**src/rtl/arbiter_for_out_rep.sv**
```systemverilog
// Packet-atomic arbiter for the outgoing reply port (OUT_rep).
// Shares one reply register between the instruction cache, data cache and
// memory reply sources. A winning source owns the port until its tail flit
// is transferred. A flit-count watchdog frees the port if no tail arrives.
// Optional feature macro: ARB_OUT_REP_RR_EN selects round-robin arbitration.
// When the macro is undefined, the arbiter uses fixed priority ic > dc > mem.
module arbiter_for_out_rep #(
    parameter int MAX_FLITS = 11
) (
    input  logic       clk,
    input  logic       rst,
    input  logic       OUT_rep_rdy,
    input  logic       v_ic_rep,
    input  logic       v_dc_rep,
    input  logic       v_mem_rep,
    input  logic [1:0] ic_rep_ctrl,
    input  logic [1:0] dc_rep_ctrl,
    input  logic [1:0] mem_rep_ctrl,
    output logic       ack_OUT_rep,
    output logic       ack_ic_rep,
    output logic       ack_dc_rep,
    output logic       ack_mem_rep,
    output logic [2:0] select,
    output logic       pkt_err
);

    typedef enum logic [3:0] {
        IDLE   = 4'b0001,
        IC_UP  = 4'b0010,
        DC_UP  = 4'b0100,
        MEM_UP = 4'b1000
    } state_t;

    localparam logic [1:0] CTRL_TAIL = 2'b11;
    localparam logic [3:0] CNT_MAX   = 4'(MAX_FLITS);

    state_t     state;
    state_t     next_state;
    logic [3:0] flit_cnt;
    logic [3:0] next_cnt;
    logic       next_err;

    // Requests and grants use select ordering: bit2 ic, bit1 dc, bit0 mem.
    logic [2:0] req;
    logic [2:0] idle_grant;
    logic [2:0] grant;
    logic [1:0] grant_ctrl;

    assign req = {v_ic_rep, v_dc_rep, v_mem_rep};

`ifdef ARB_OUT_REP_RR_EN
    // Holds the one-hot identity of the last source granted from IDLE.
    logic [2:0] ptr;

    // Searches for a requester, starting at the source after the last winner.
    always_comb begin
        idle_grant = 3'b000;
        case (ptr)
            3'b100: begin
                if (req[1])      idle_grant = 3'b010;
                else if (req[0]) idle_grant = 3'b001;
                else if (req[2]) idle_grant = 3'b100;
            end
            3'b010: begin
                if (req[0])      idle_grant = 3'b001;
                else if (req[2]) idle_grant = 3'b100;
                else if (req[1]) idle_grant = 3'b010;
            end
            default: begin
                if (req[2])      idle_grant = 3'b100;
                else if (req[1]) idle_grant = 3'b010;
                else if (req[0]) idle_grant = 3'b001;
            end
        endcase
    end

    // Records the winner of every IDLE grant, including single-flit packets.
    always_ff @(posedge clk) begin
        if (rst)
            ptr <= 3'b100;
        else if (state == IDLE && grant != 3'b000)
            ptr <= grant;
    end
`else
    // Fixed priority: ic beats dc, and dc beats mem.
    always_comb begin
        idle_grant = 3'b000;
        if (req[2])      idle_grant = 3'b100;
        else if (req[1]) idle_grant = 3'b010;
        else if (req[0]) idle_grant = 3'b001;
    end
`endif

    // Produces the Mealy grant, the next state, the flit count and the
    // watchdog abort. No flit moves during reset or while OUT_rep is not ready.
    always_comb begin
        grant      = 3'b000;
        next_state = state;
        next_cnt   = flit_cnt;
        next_err   = 1'b0;
        case (state)
            IDLE:    if (!rst && OUT_rep_rdy) grant = idle_grant;
            IC_UP:   if (!rst && OUT_rep_rdy) grant = {v_ic_rep, 2'b00};
            DC_UP:   if (!rst && OUT_rep_rdy) grant = {1'b0, v_dc_rep, 1'b0};
            MEM_UP:  if (!rst && OUT_rep_rdy) grant = {2'b00, v_mem_rep};
            default: begin
                next_state = IDLE;
                next_cnt   = 4'd0;
            end
        endcase

        if (grant[2])      grant_ctrl = ic_rep_ctrl;
        else if (grant[1]) grant_ctrl = dc_rep_ctrl;
        else               grant_ctrl = mem_rep_ctrl;

        if (grant != 3'b000) begin
            if (state == IDLE) begin
                if (grant_ctrl != CTRL_TAIL) begin
                    if (grant[2])      next_state = IC_UP;
                    else if (grant[1]) next_state = DC_UP;
                    else               next_state = MEM_UP;
                    next_cnt = 4'd1;
                end
            end else begin
                next_cnt = flit_cnt + 4'd1;
                if (grant_ctrl == CTRL_TAIL) begin
                    next_state = IDLE;
                    next_cnt   = 4'd0;
                end else if (flit_cnt + 4'd1 == CNT_MAX) begin
                    next_state = IDLE;
                    next_cnt   = 4'd0;
                    next_err   = 1'b1;
                end
            end
        end
    end

    assign ack_OUT_rep = |grant;
    assign ack_ic_rep  = grant[2];
    assign ack_dc_rep  = grant[1];
    assign ack_mem_rep = grant[0];
    assign select      = grant;

    // Registers the state, the flit count and the one-cycle watchdog pulse.
    always_ff @(posedge clk) begin
        if (rst) begin
            state    <= IDLE;
            flit_cnt <= 4'd0;
            pkt_err  <= 1'b0;
        end else begin
            state    <= next_state;
            flit_cnt <= next_cnt;
            pkt_err  <= next_err;
        end
    end

endmodule

```
**config.mk**
```make
export PLATFORM = sky130hd
export DESIGN_NAME = arbiter_for_out_rep
export DESIGN_NICKNAME = d
export VERILOG_FILES = /design/src/rtl/arbiter_for_out_rep.sv
export SDC_FILE = /design/constraint.sdc
export NUM_CORES = 1
export LEC_CHECK = 0
export BUFFER_PORTS_ARGS = -buffer_cell sky130_fd_sc_hd__buf_2
export CAP_MARGIN = 40
export CORE_MARGIN = 2
export CORE_UTILIZATION = 51
export DETAILED_ROUTE_END_ITERATION = 12
export GPL_TIMING_DRIVEN = 0
export PLACE_DENSITY = 0.86
export REMOVE_ABC_BUFFERS = 1
export SETUP_SLACK_MARGIN = 0.02
export SYNTH_ARGS = -nofsm -noshare
export SYNTH_HDL_FRONTEND = slang
export SYNTH_SLANG_ARGS = --single-unit
```
**constraint.sdc**
```tcl
create_clock -name clk -period 2.4 [get_ports clk]
set_clock_uncertainty 0.2 [all_clocks]
set_input_delay 0.24 -clock clk [delete_from_list [all_inputs] [get_ports clk]]
set_output_delay 0.24 -clock clk [all_outputs]
set_load 0.02 [all_outputs]
```
# --- Word level (Yosys, flattened, before mapping) ---
# Cells that the tools add are included.
classes:
  reduce_logical: 6
  add_sub_neg: 1
  n_mux: 25
  eq_ne: 7
  bitwise_logic: 1
op_table:
  columns: ["op", "count"]
  rows:
  - ["4-bit 2-to-1 mux", 14]
  - ["3-bit case mux with 4 select lines", 1]
  - ["3-bit 2-to-1 mux", 3]
  - ["4-bit equality test, second input constant", 2]
  - ["2-bit 2-to-1 mux", 4]
  - ["4-bit OR reduction", 2]
  - ["4-bit by 1-bit adder with 4-bit output, second input constant", 1]
  - ["4-bit by 1-bit equality test with 1-bit output, second input constant", 1]
  - ["4-bit by 2-bit equality test with 1-bit output, second input constant", 1]
  - ["4-bit by 3-bit equality test with 1-bit output, second input constant", 1]
  - ["1-bit 2-to-1 mux", 3]
  - ["3-bit nonzero test", 1]
  - ["3-bit OR reduction", 1]
  - ["2-bit equality test, second input constant", 1]
  - ["2-bit != test, second input constant", 1]
  - ["1-bit logical AND", 1]
  - ["1-bit zero test", 1]
  - ["1-bit inverter", 1]
totals:
  word_cells: 43
  reg_bits: 9

# --- Logic depth before layout (Yosys ltp) ---
# Gate-level depths: netlist (run 1).
depth:
  ltp_word: 11
  ltp_mapped: 9

# --- Least setup slack after synthesis (run 1) ---
# OpenSTA, ideal clock, no wires.
synth_path:
  kind: "reg-to-reg"
  start: "register state[0]"
  end: "register flit_cnt[3]"
  required_time_ps: 2083
  synth_period_minus_slack_ps: 2090
  path_slack_ps: 310
  arrival_ps: 1773
  path_buffers: 2
  path_stages_with_launch: 9
  setup_time_ps: 117
  path_cell_list: "dfxtp_1 buf_4 nor4b_1 o2111a_1 or3_1 buf_6 nand2_2 nor3_1 a22o_1"
synth_rtl:
  columns: ["element", "line", "rtl"]
  rows:
  - ["from (decl)", "37", "state_t state;"]
  - ["from (signal assigned)", "151", "state <= next_state;"]
  - ["4-bit equality test (tied with other cells)", "101", "case (state)"]
  - ["3-bit case mux with 4 select lines (*)", "101", null]
  - ["net ack_mem_rep", "22", "output logic ack_mem_rep,"]
  - ["3-bit nonzero test (*)", "116", "if (grant != 3'b000) begin"]
  - ["4-bit 2-to-1 mux (*)", "116", null]
  - ["to (signal assigned)", "152", "flit_cnt <= next_cnt;"]
  - ["to (decl)", "39", "logic [3:0] flit_cnt;"]
# The timed path passes the listed nets; every way through them passes the cells marked *.
# A chain may end at the register's enable or synchronous reset.

# --- Worst setup path in the final report (run 1) ---
layout_path:
  start: "register state[2]"
  end: "output ack_OUT_rep"
layout_between:
  elab_chain_cells: 3
layout_lines:
  columns: ["element", "line", "rtl"]
  rows:
  - ["4-bit equality test (tied with other cells)", "101", null]
  - ["3-bit case mux with 4 select lines (*)", "101", null]
  - ["3-bit OR reduction (*)", "138", "assign ack_OUT_rep = |grant;"]
  - ["to (decl)", "19", "output logic ack_OUT_rep,"]
# Mark *: on every way between the ends. The rest lies on a longest branch, timed or not.

==> results of run 1 <==
flip-flops by register name, indices dropped and copies added, names as in the netlist:
name,flops
flit_cnt,4
pkt_err,1
state,4
how the worst max path moves through the flow:
stage / end / start / cells after the start / slack [ns]
after floorplan: flit_cnt[0] / state[0] / 6 / 0.02
after CTS: ack_OUT_rep / state[0] / 5 / 0.09
after global routing: ack_OUT_rep / state[0] / 5 / 0.04
after detailed placement: flit_cnt[0] / state[0] / 7 / 0.04
final: ack_OUT_rep / state[2] / 5 / 0.13
after global placement: flit_cnt[0] / state[0] / 7 / 0.14
power by group through the flow:
stage	combinational (mW)	clock (mW)	sequential [mW]
after floorplan	0.0621	0	0.162
after global placement	0.0850	0	0.164
after detailed placement	0.0881	0	0.165
after CTS	0.0904	0.121	0.162
after global routing	0.0991	0.133	0.162
final	0.0903	0.122	0.161
layout make-up:
cell class	instances	share of cell area
well taps	16	0.0220
inverters	5	0.0207
repair buffers	19	0.105
clock inverters	1	0.00551
clock buffers	3	0.0248
flip-flops and latches	9	0.207
multi-input cells	72	0.616
what timing repair did:
item / in CTS / in global routing
setup endpoints to repair: 2 / 1
hold buffers: 0 / 0
resized for setup: 3 / 3
pin swaps: 0 / 1
layout by cell type (no fill, tap or decap), types with 2 or more instances in the layout:
master | netlist | layout
nor3_1 | 4 | 4
nand3_1 | 2 | 2
nor2_1 | 6 | 6
buf_2 | 2 | 19
inv_2 | 2 | 2
nand3b_1 | 2 | 2
o21ai_1 | 2 | 2
clkbuf_4 | 0 | 3
nor4b_1 | 3 | 3
inv_1 | 3 | 3
o21a_1 | 2 | 2
a22o_1 | 4 | 4
dfxtp_2 | 0 | 3
a21oi_1 | 3 | 3
nand2_1 | 4 | 4
o21ba_2 | 2 | 2
a32o_1 | 2 | 2
nor2b_1 | 4 | 4
o21ai_0 | 4 | 4
dfxtp_1 | 9 | 5
ha_1 | 2 | 2
xor2_1 | 4 | 4
per-stage QoR:
| step | hold WS, ns | instances |
|---|---|---|
| after floorplan | 0.109 | 86 |
| after global placement | 0.308 | 121 |
| after detailed placement | 0.319 | 121 |
| after CTS | 0.0821 | 125 |
| after global routing | 0.100 | 125 |
| final | 0.0806 | 125 |
logic make-up (layout without fill, tap and decap cells):
logic type                 count (synthesis)  count (layout)  synth area share
buffers and inverters                     13              28            0.0997
AOI/OAI and AO/OA                         28              28             0.313
xor gates and xnor gates                   5               5            0.0537
DFF                                        9               9             0.221
and+or+nand+nor                           37              37             0.282
adders and majority gates                  2               2            0.0307
metal layers:
metal  part of all wire  GRT usage  vias to the layer above
met3              0.059     0.0375                        2
met2               0.49      0.341                       29
met4             0.0097     0.0909                        0
met5                  0          0                        -
met1               0.44      0.262                      357
li1                   -          -                      383
==> impl_metrics.py, run 1 <==
metrics = {
    "yosys": {
        "avgSynthCellArea_um2": 8.68,
        "synth_ff_type": "dfxtp_1",
        "synth_area_leaders": "dfxtp_1, a22o_1, xor2_1",
        "syn_area_um2": 816,
        "synth_common_cells": "dfxtp_1, nor2_1",
        "synth-seq-cells": 9,
        "synthArstFlopShare": 0,
        "synth.top_cell.area_share": 0.221,
        "yosysSeqAreaShare": 0.221,
        "yosysTopAreaCell": "dfxtp_1",
        "yosysWarnings": 0,
        "synth_edf_count": 0,
        "synth_most_common_cell": "dfxtp_1",
        "syn_inst": 94,
        "yosysUniqueCellTypes": 44,
    },
    "die": {
        "ios": 20,
        "die_x_um": 44.0,
        "die_area_um2": 1940,
        "row_count": 14,
        "start_util": 0.542,
        "core_um2": 1510,
        "die_h_um": 44.0,
    },
    "critical_path": {
        "cp_max_fo": 11,
        "worst-setup-path-type": "flip-flop to output port",
        "r2r-end": "flit_cnt[0]",
        "path_cells": "nor2b_1, o2111ai_2, inv_2, or3_4, buf_2",
        "cp.arrival_ns": 1.83,
        "crit_family": "simple AND/OR/NAND/NOR gates",
        "crit_path_top_delay_cell": "or3_4",
        "path_buf_inv": 2,
        "endpoint_kind": "output port",
        "slowest_delay_ns": 0.46,
        "reg2reg_depth": 7,
        "worstSetupStartpointType": "flip-flop",
        "rr_startpoint": "state[2]",
        "required_ns": 1.96,
        "r2r_slack_ns": 0.26,
    },
    "clocking": {
        "path_clk_slew_ns": 0.07,
        "cts_tree": "done",
        "root_buffer": "clkbuf_4",
        "clock_path_buffers": 2,
        "clock_latency_ns": 0.27,
        "htree_levels": 1,
        "cts_inserted_buffers": 3,
        "cts_sinks": 9,
        "cts_setup_buffers": 0,
    },
    "placement": {
        "place_ws_ns": 0.0400,
        "place_hpwl_um": 1260,
        "routabilityCongestion": 0.860,
        "place.port_buffers": 19,
        "postPlaceCellArea_um2": 868,
    },
    "pwr": {
        "p_int_uw": 254,
        "p_leak_nw": 0.373,
        "pwr-share-seq": 0.432,
        "power_density_nw_per_um2": 412,
        "p_total_uw": 374,
        "switchingPower_uw": 120,
        "p_sw_frac": 0.321,
        "pwr-share-comb": 0.241,
        "power.share.clock": 0.327,
        "vdd_drop_max_mv": 0.216,
    },
    "global_route": {
        "grt_overflow": 0,
        "antenna_found_initial": 0,
        "grt_pass1_wl_um": 2930,
        "grt_pass1_vias": 689,
        "grt_max_degree": 14,
        "track_usage": 0.207,
    },
    "sta": {
        "drv_slew": 0,
        "setup_viol": 0,
        "relSlewSlack": 0.736,
        "finalSetupTns_ns": 0,
        "finalCritPeriodShare": 0.946,
        "hold_viol_final": 0,
        "tightest_slew_ns": 0.391,
        "fmax_mhz": 441,
        "min_period_ns": 2.27,
        "fin_ws_ns": 0.130,
        "rsz0062_at_grt": "false",
    },
    "run": {
        "cap_violations": 0,
    },
    "final_layout": {
        "drive_gt1_frac": 0.385,
        "utilization": 0.603,
        "multi_input_area_um2": 559,
        "final_cell_area_um2": 908,
        "finalNetCount": 124,
        "area_growth_pct": 11.3,
        "seq_area_um2": 188,
        "antennaDiodeCount": 0,
        "fill_cells": 140,
    },
    "routing": {
        "routedWlPerCell_um": 14.0,
        "drt_wl_total_um": 1750,
        "ant_nets": 0,
        "dr.pass1.iters": 4,
        "drcViolationCount": 0,
        "drtIter0Drc": 17,
        "dr_total_vias": 771,
        "viasPerCell": 6.17,
    },
    "hold_path": {
        "hold_start": "rst",
        "worstHoldPathType": "primary input to flip-flop",
        "hold_depth": 2,
        "whs_endpoint": "flit_cnt[0]",
    },
    "outcome": {
        "outcome": "finished, final reports clean",
    },
}
No activity file was read; power rests on OpenSTA's default activity.
==> inputs of run 2 (changes only) <==
--- a/config.mk
+++ b/config.mk
@@ -5,10 +5,11 @@
 export SDC_FILE = /design/constraint.sdc
 export NUM_CORES = 1
 export LEC_CHECK = 0
+export ABC_AREA = 1
 export BUFFER_PORTS_ARGS = -buffer_cell sky130_fd_sc_hd__buf_2
-export CAP_MARGIN = 40
+export CAP_MARGIN = 15
 export CORE_MARGIN = 2
-export CORE_UTILIZATION = 51
+export CORE_UTILIZATION = 52
 export DETAILED_ROUTE_END_ITERATION = 12
 export GPL_TIMING_DRIVEN = 0
 export PLACE_DENSITY = 0.86
==> impl_metrics.py, run 2 <==
metrics = {
    "sta": {
        "relSlewSlack": 0.627,
        "min_period_ns": 2.22,
        "fmax_mhz": 451,
        "hold_viol_final": 0,
        "rsz0062_at_grt": "false",
        "drv_slew": 0,
        "setup_viol": 0,
        "tightest_slew_ns": 0.556,
        "finalSetupTns_ns": 0,
        "finalCritPeriodShare": 0.924,
        "fin_ws_ns": 0.181,
    },
    "yosys": {
        "yosysSeqAreaShare": 0.204,
        "synth.top_cell.area_share": 0.204,
        "yosysTopAreaCell": "dfxtp_1",
        "synth-simple-area-share": 0.470,
        "yosysWarnings": 0,
        "synth_area_leaders": "dfxtp_1, inv_1, nand2_1",
        "synth.area.mux_share": 0,
        "syn_area_um2": 883,
        "yosysUniqueCellTypes": 24,
        "synth_compound_area_frac": 0.108,
        "synth_xor_xnor_area_share": 0.0198,
        "synth-seq-cells": 9,
        "avgSynthCellArea_um2": 6.64,
        "synthArstFlopShare": 0,
        "synth_common_cells": "inv_1, nand2_1, nor2_1, nand2_2, dfxtp_1",
        "syn_inst": 133,
        "synth_top_family_by_area": "simple AND/OR/NAND/NOR gates",
        "synth-adder-area-share": 0.0283,
        "synth_edf_count": 0,
        "synth_ff_type": "dfxtp_1",
    },
    "global_route": {
        "grt_max_degree": 13,
        "antenna_found_initial": 0,
        "track_usage": 0.213,
        "grt_pass1_wl_um": 3240,
        "grt_overflow": 0,
        "grt_pass1_vias": 820,
    },
    "hold_path": {
        "whs_endpoint": "flit_cnt[3]",
        "hold_start": "rst",
        "hold_depth": 2,
        "worstHoldPathType": "primary input to flip-flop",
    },
    "critical_path": {
        "worstSetupStartpointType": "flip-flop",
        "reg2reg_depth": 12,
        "cp.arrival_ns": 1.78,
        "worst-setup-path-type": "flip-flop to output port",
        "r2r_slack_ns": 0.27,
        "endpoint_kind": "output port",
        "required_ns": 1.96,
        "cp_max_fo": 12,
        "rr_startpoint": "state[3]",
        "r2r-end": "state[1]",
    },
    "pwr": {
        "p_total_uw": 386,
        "p_int_uw": 252,
        "p_leak_nw": 0.505,
        "power_density_nw_per_um2": 397,
        "switchingPower_uw": 134,
        "power.share.clock": 0.304,
        "pwr-share-seq": 0.406,
        "p_sw_frac": 0.347,
        "vdd_drop_max_mv": 0.184,
        "pwr-share-comb": 0.290,
    },
    "clocking": {
        "cts_inserted_buffers": 3,
        "clock_path_buffers": 2,
        "path_clk_slew_ns": 0.06,
        "htree_levels": 1,
        "clock_latency_ns": 0.27,
        "cts_tree": "done",
        "cts_sinks": 9,
        "root_buffer": "clkbuf_4",
    },
    "placement": {
        "place_ws_ns": 0.301,
        "routabilityCongestion": 0.853,
        "place.port_buffers": 19,
        "place_hpwl_um": 1380,
    },
    "die": {
        "die_area_um2": 2040,
        "ios": 20,
        "die_h_um": 45.2,
        "die_x_um": 45.2,
        "start_util": 0.573,
        "row_count": 14,
        "core_um2": 1540,
    },
    "routing": {
        "ant_nets": 0,
        "viasPerCell": 5.26,
        "drt_wl_total_um": 1750,
        "drtIter0Drc": 28,
        "drcViolationCount": 0,
        "dr.pass1.iters": 4,
        "dr_total_vias": 873,
        "routedWlPerCell_um": 10.5,
    },
    "final_layout": {
        "layout_common_cells": "inv_1, nand2_1, buf_2",
        "antennaDiodeCount": 0,
        "area_growth_pct": 9.92,
        "finalNetCount": 165,
        "final_common_cell": "inv_1",
        "drive_gt1_frac": 0.353,
        "reg_top3": "flit_cnt: 4 flops, state: 4 flops, pkt_err: 1 flops",
    },
    "run": {
        "cap_violations": 0,
    },
    "outcome": {
        "outcome": "finished, final reports clean",
    },
}
==> run 2: what timing repair did <==
| action | in CTS | in global routing |
|---|---|---|
| gates resized for setup | 0 | 1 |
| setup endpoints to repair | 0 | 1 |
| hold buffers | 0 | 0 |
| hold endpoints to repair | 0 | 0 |
| setup buffers | 0 | 0 |
==> run 2: worst max-delay path by stage <==
stage | from | to | cells past startpoint | slack, ns
2_1_floorplan | state[3] | state[3] | 13 | 0.40
3_3_place_gp | state[0] | state[1] | 14 | 0.34
3_5_place_dp | state[3] | state[1] | 12 | 0.30
4_1_cts | state[0] | ack_OUT_rep | 9 | 0.07
5_1_grt | state[3] | ack_OUT_rep | 6 | 0.02
6_report | state[0] | ack_OUT_rep | 7 | 0.18
==> run 2: layout make-up <==
class | instances | area, um2
Fill cell | 145 | 571
Multi-Input combinational cell | 93 | 556
Sequential cell | 9 | 180
Timing Repair Buffer | 19 | 95.1
Inverter | 25 | 93.8
Clock buffer | 4 | 26.3
Tap cell | 16 | 20.0
==> run 2: power by group through the flow <==
| stage | registers [mW] | clock network [mW] | logic [mW] |
|---|---|---|---|
| global route | 0.157 | 0.126 | 0.125 |
| finish | 0.157 | 0.117 | 0.112 |
| floorplan | 0.159 | 0 | 0.0806 |
| detailed placement | 0.160 | 0 | 0.111 |
| global placement | 0.160 | 0 | 0.108 |
| CTS | 0.157 | 0.118 | 0.111 |
==> run 2: critical path: stages (launching register included) <==
cell     delay, ns
dfxtp_1       0.37
inv_2         0.07
nor2_4        0.07
nand2_2       0.20
o31ai_1       0.25
nand2_1       0.12
nand2_2       0.21
buf_2         0.21
==> run 2: per-stage QoR <==
stage | util | instances | cell area (um2) | hold slack (ns)
after global placement | 0.611 | 162 | 942 | 0.296
after global routing | 0.630 | 166 | 971 | 0.0525
after CTS | 0.628 | 166 | 968 | 0.0357
after detailed placement | 0.611 | 162 | 942 | 0.308
after floorplan | - | 127 | 827 | 0.109
final | 0.630 | 166 | 971 | 0.0361
==> run 2: layer usage <==
| layer | routed length [um] | GRT usage | part of all wire |
|---|---|---|---|
| met5 | 0 | 0 | 0 |
| met4 | 46 | 0.112 | 0.026 |
| met3 | 137 | 0.0120 | 0.078 |
| met2 | 818 | 0.343 | 0.47 |
| met1 | 746 | 0.285 | 0.43 |
==> run 2: cell families after synthesis <==
group	Yosys count
AND/OR/NAND/NOR	74
XOR/XNOR	2
adder cells (fa/ha/maj)	2
AO/OA/AOI/OAI	15
buffers and inverters	31
flip-flops	9
